### src/rtl/spi_axi_write_arbiter.sv
// Two-master AXI write arbiter in front of a single SPI AXI slave.
// Optional watchdog: define SPI_ARB_WDT_EN.
module spi_axi_write_arbiter #(
  parameter int sword    = 32,
  parameter int wdt_bits = 8
) (
  input  logic             CLK,
  input  logic             RST,
  input  logic             m0_awvalid,
  output logic             m0_awready,
  input  logic [sword-1:0] m0_awaddr,
  input  logic             m0_wvalid,
  output logic             m0_wready,
  input  logic [sword-1:0] m0_wdata,
  output logic             m0_bvalid,
  input  logic             m0_bready,
  input  logic             m1_awvalid,
  output logic             m1_awready,
  input  logic [sword-1:0] m1_awaddr,
  input  logic             m1_wvalid,
  output logic             m1_wready,
  input  logic [sword-1:0] m1_wdata,
  output logic             m1_bvalid,
  input  logic             m1_bready,
  output logic             s_awvalid,
  input  logic             s_awready,
  output logic [sword-1:0] s_awaddr,
  output logic             s_wvalid,
  input  logic             s_wready,
  output logic [sword-1:0] s_wdata,
  input  logic             s_bvalid,
  output logic             s_bready,
  output logic [1:0]       grant
);

  typedef enum logic [1:0] {
    IDLE,
    SEND,
    RESP
  } state_t;

  state_t st, st_nx;

  logic [1:0] gnt;
  logic       last;
  logic       aw_pend, w_pend;
  logic       aw_nx, w_nx;
  logic       req0, req1;
  logic       sel_go, sel1;
  logic       mg_bready;
  logic       b_ok;
  logic       wdt_to;

  assign req0 = m0_awvalid & m0_wvalid;
  assign req1 = m1_awvalid & m1_wvalid;

  // m1 wins when alone, or on a tie when m0 was served last
  assign sel_go = (st == IDLE) & (req0 | req1);
  assign sel1   = req1 & (~req0 | ~last);

  assign m0_awready = RST & sel_go & ~sel1;
  assign m0_wready  = RST & sel_go & ~sel1;
  assign m1_awready = RST & sel_go & sel1;
  assign m1_wready  = RST & sel_go & sel1;

  assign mg_bready = gnt[1] ? m1_bready : m0_bready;
  assign b_ok      = (st == RESP) & ~wdt_to;

  assign s_awvalid = aw_pend & ~wdt_to;
  assign s_wvalid  = w_pend & ~wdt_to;
  assign s_bready  = b_ok & mg_bready;
  assign m0_bvalid = gnt[0] & ((b_ok & s_bvalid) | wdt_to);
  assign m1_bvalid = gnt[1] & ((b_ok & s_bvalid) | wdt_to);
  assign grant     = gnt;

  assign aw_nx = aw_pend & ~(s_awready & ~wdt_to);
  assign w_nx  = w_pend & ~(s_wready & ~wdt_to);

  // next-state: AW and W finish independently, then wait for B
  always_comb begin
    st_nx = st;
    unique case (st)
      IDLE: if (sel_go) st_nx = SEND;
      SEND: begin
        if (wdt_to) begin
          if (mg_bready) st_nx = IDLE;
        end else if (!aw_nx && !w_nx) begin
          st_nx = RESP;
        end
      end
      RESP: begin
        if (wdt_to ? mg_bready : (s_bvalid & mg_bready))
          st_nx = IDLE;
      end
      default: st_nx = IDLE;
    endcase
  end

  // state, ownership, pending valids and captured address/data
  always_ff @(posedge CLK or negedge RST) begin
    if (!RST) begin
      st       <= IDLE;
      gnt      <= 2'b00;
      last     <= 1'b1;
      aw_pend  <= 1'b0;
      w_pend   <= 1'b0;
      s_awaddr <= '0;
      s_wdata  <= '0;
    end else begin
      st <= st_nx;
      if (sel_go) begin
        gnt      <= sel1 ? 2'b10 : 2'b01;
        aw_pend  <= 1'b1;
        w_pend   <= 1'b1;
        s_awaddr <= sel1 ? m1_awaddr : m0_awaddr;
        s_wdata  <= sel1 ? m1_wdata : m0_wdata;
      end else if (st_nx == IDLE) begin
        aw_pend <= 1'b0;
        w_pend  <= 1'b0;
      end else begin
        aw_pend <= aw_nx;
        w_pend  <= w_nx;
      end
      if (st != IDLE && st_nx == IDLE) begin
        gnt  <= 2'b00;
        last <= gnt[1];
      end
    end
  end

`ifdef SPI_ARB_WDT_EN
  localparam logic [wdt_bits-1:0] WPRE = {{(wdt_bits-1){1'b1}}, 1'b0};

  logic [wdt_bits-1:0] wcnt;

  // watchdog: count busy cycles; timeout flag rises as count hits all-ones
  always_ff @(posedge CLK or negedge RST) begin
    if (!RST) begin
      wcnt   <= '0;
      wdt_to <= 1'b0;
    end else if (sel_go) begin
      wcnt   <= '0;
      wdt_to <= 1'b0;
    end else if (st_nx == IDLE) begin
      wdt_to <= 1'b0;
    end else if (st != IDLE) begin
      if (wcnt != '1) wcnt <= wcnt + 1'b1;
      if (wcnt == WPRE) wdt_to <= 1'b1;
    end
  end
`else
  assign wdt_to = 1'b0;
`endif

endmodule

### config.mk
export PLATFORM = sky130hd
export DESIGN_NAME = spi_axi_write_arbiter
export DESIGN_NICKNAME = d
export VERILOG_FILES = /design/src/rtl/spi_axi_write_arbiter.sv
export SDC_FILE = /design/constraint.sdc
export NUM_CORES = 1
export LEC_CHECK = 0
export CORE_ASPECT_RATIO = 0.5
export CORE_MARGIN = 5
export CORE_UTILIZATION = 30
export DETAILED_ROUTE_END_ITERATION = 10
export PLACE_DENSITY_LB_ADDON = 0.3
export SLEW_MARGIN = 40
export SYNTH_ARGS = -nofsm -noshare
export SYNTH_HDL_FRONTEND = slang
export SYNTH_SLANG_ARGS = --single-unit
### constraint.sdc
create_clock -name CLK -period 2.26 [get_ports CLK]
set_input_delay 0.226 -clock CLK [delete_from_list [all_inputs] [get_ports CLK]]
set_output_delay 0.226 -clock CLK [all_outputs]
set_load 0.005 [all_outputs]
==> results.yml <==
finish:
  nets: 684
  final_layout_size_suffix_gt1_frac: 0.262
  syn_to_final_growth_pct: 58.2
  instances_no_fill: 748
  diodes: 0
floorplan:
  die_h_um: 96.2
  die_x_um: 182
  ios: 214
  coreArea_mm2: 0.0145
  start_util: 0.307
  die_area_mm2: 0.0176
  rows: 31
place:
  dpl.hpwl_um: 9950
  gp_congestion: 0.735
  dp.cells: 730
  port_buffers: 213
timing:
  slew_headroom: 0.550
  fin_tns_setup_ps: 0
  tightestPinTransition_ps: 675
  clock_skew_ps: 8.23
  finalCritPeriodShare: 0.945
  setup_viol: 0
  hold_viol: 0
  rsz0062_at_grt: "false"
  whs_ps: 414
  clock.fmax_ghz: 0.468
  period_minus_slack_ps: 2140
  final_max_slew_viol_count: 0
detailed_routing:
  wl_um: 15400
  firstDrtPassIters: 5
  vias_per_cell: 5.31
  drt_iter0_drc: 141
  routedWlPerCell_um: 20.6
  antenna_left: 0
  vias: 3974
  post-route-drc-count: 0
synthesis:
  postSynthAreaPerCell_um2: 12.6
  netlist_instances: 354
  ys_types: 32
  ys_top_cells_by_area: "dfrtp_1 (39%), a2bb2oi_2 (17%), a311oi_2 (16%)"
  syn-num-nets: 493
  ys_top_cells_by_count: "dfrtp_1 (70), o21ai_0 (69), a2bb2oi_2 (50)"
  synth_flop_cell: "dfrtp_1"
  synth_most_common_cell: "dfrtp_1"
  synth-edff-count: 0
  async_flop_share: 1.00
  yosysTopAreaCell: "dfrtp_1"
  yosysSeqAreaShare: 0.399
  synth_area_mm2: 0.00446
  ys_seq_elements: 71
  synth_top_area_frac: 0.393
  synth_warnings: 0
worst_setup_path:
  start_kind: "flip-flop"
  rr_endpoint: "s_awaddr[18]"
  required_ps: 2030
  worstSetupEndpointType: "output port"
  critPathArrivalTime_ps: 1910
  crit_start: "last"
  reg2reg_slack_ps: 450
  path_max_fanout: 3
  r2r-start: "last"
  r2r_cells: 4
  critical_path_class: "flip-flop to output port"
pwr:
  power_mw: 8.12
  p_leak_nw: 2.48
  combPwrFrac: 0.499
  pwr-share-clk: 0.212
  p_sw_frac: 0.317
  ir_drop_mv: 0.541
  intPower_mw: 5.55
  power_density_mw_per_mm2: 1150
  pwr-share-seq: 0.290
  p_sw_mw: 2.57
grt:
  grt_pass1_vias: 4031
  gr-total-overflow: 0
  grtUsageTotal: 0.169
  antenna_found_initial: 0
  grt_max_degree: 67
  grt_pass1_wl_um: 23200
clock_tree:
  path_clk_slew_ps: 60
  cts_inserted_buffers: 9
  htree_levels: 3
  cts_tree: "yes"
  clk_path_buf_depth: 2
  cts_root_buf: "clkbuf_16"
  clkSinkCount: 71
  clkLatencyLatePin_ps: 340
job:
  maxCapViolations: 0
run_status:
  status: "finished, final reports clean"
worst_hold_path:
  min_path_type: "input pin to async pin"
-- registers in the layout (all words and copies together), names as in the netlist --
register   flops
grant          2
st             2
s_awvalid      1
s_wvalid       1
last           1
s_wdata       32
s_awaddr      32
-- cells in the final DEF (no fill, tap or decap), types with 3 or more instances in the layout --
cell type / instances
a2bb2oi_2: 50
a311oi_2: 49
nand2_1: 3
nor2b_1: 4
a21oi_1: 3
o21ai_0: 69
clkbuf_16: 9
nor2_1: 3
a2bb2oi_1: 14
and3_1: 3
buf_4: 13
a311oi_1: 15
clkdlybuf4s50_1: 212
dfrtp_1: 70
bufinv_16: 3
buf_12: 5
-- cell families after synthesis --
logic type | after synthesis | share of synthesized area
AOI/OAI and AO/OA | 206 | 0.484
and+or+nand+nor | 22 | 0.0278
buffers and inverters | 53 | 0.0853
muxes | 2 | 0.00477
DFF | 71 | 0.399
-- critical path, cell delays in order (launching register included) --
cell             delay (ps)
dfstp_2                 570
and3_2                  200
nor2_1                   70
nor3b_2                 210
clkdlybuf4s50_1         530
-- worst max path at each step --
stage | to | slack [ps] | cells past startpoint
finish | m0_awready | 120 | 4
floorplan | m0_wready | 710 | 5
CTS | m0_awready | 10 | 4
detailed placement | m0_awready | 150 | 5
global route | m0_awready | 20 | 4
global placement | m0_awready | 210 | 5
-- area by class of cell --
cell class / count / area (um^2)
fillers: 1355 / 7450
repair buffers: 232 / 2340
multi-input cells: 230 / 2330
flip-flops and latches: 71 / 1780
clock buffers: 11 / 253
well taps: 198 / 248
clock inverters: 5 / 104
inverters: 1 / 3.75
-- power by group through the flow --
stage | registers, mW | clock network, mW | logic, mW
4_1_cts | 2.36 | 1.76 | 4.09
3_3_place_gp | 2.35 | 0 | 4.06
3_5_place_dp | 2.37 | 0 | 4.08
5_1_grt | 2.44 | 1.80 | 4.29
2_1_floorplan | 2.38 | 0 | 2.22
6_report | 2.35 | 1.72 | 4.05
-- layer usage --
layer / global-route usage / up-vias / part of all wire / wire length [um]
li1: - / 1818 / - / -
met1: 0.207 / 2022 / 0.43 / 6560
met2: 0.293 / 112 / 0.51 / 7790
met3: 0.0449 / 22 / 0.047 / 729
met4: 0.0574 / 0 / 0.020 / 310
met5: 0 / - / 0 / 0
-- per-stage QoR --
stage / setup WS [ps] / instance area [um^2] / utilization
after floorplan: 711 / 4460 / -
after global placement: 206 / 6670 / 0.460
after detailed placement: 153 / 6670 / 0.460
after CTS: 11.1 / 7040 / 0.485
after global routing: 22.1 / 7060 / 0.486
final: 124 / 7060 / 0.486
-- timing repair --
| item | 4_1_cts | 5_1_grt |
|---|---|---|
| setup endpoints to repair | 0 | 4 |
| hold endpoints to repair | 23 | 0 |
| gates resized for setup | 0 | 2 |
| setup buffers | 0 | 1 |
| hold buffers | 1 | 0 |
Note: power is estimated with default switching activity, not from simulation.
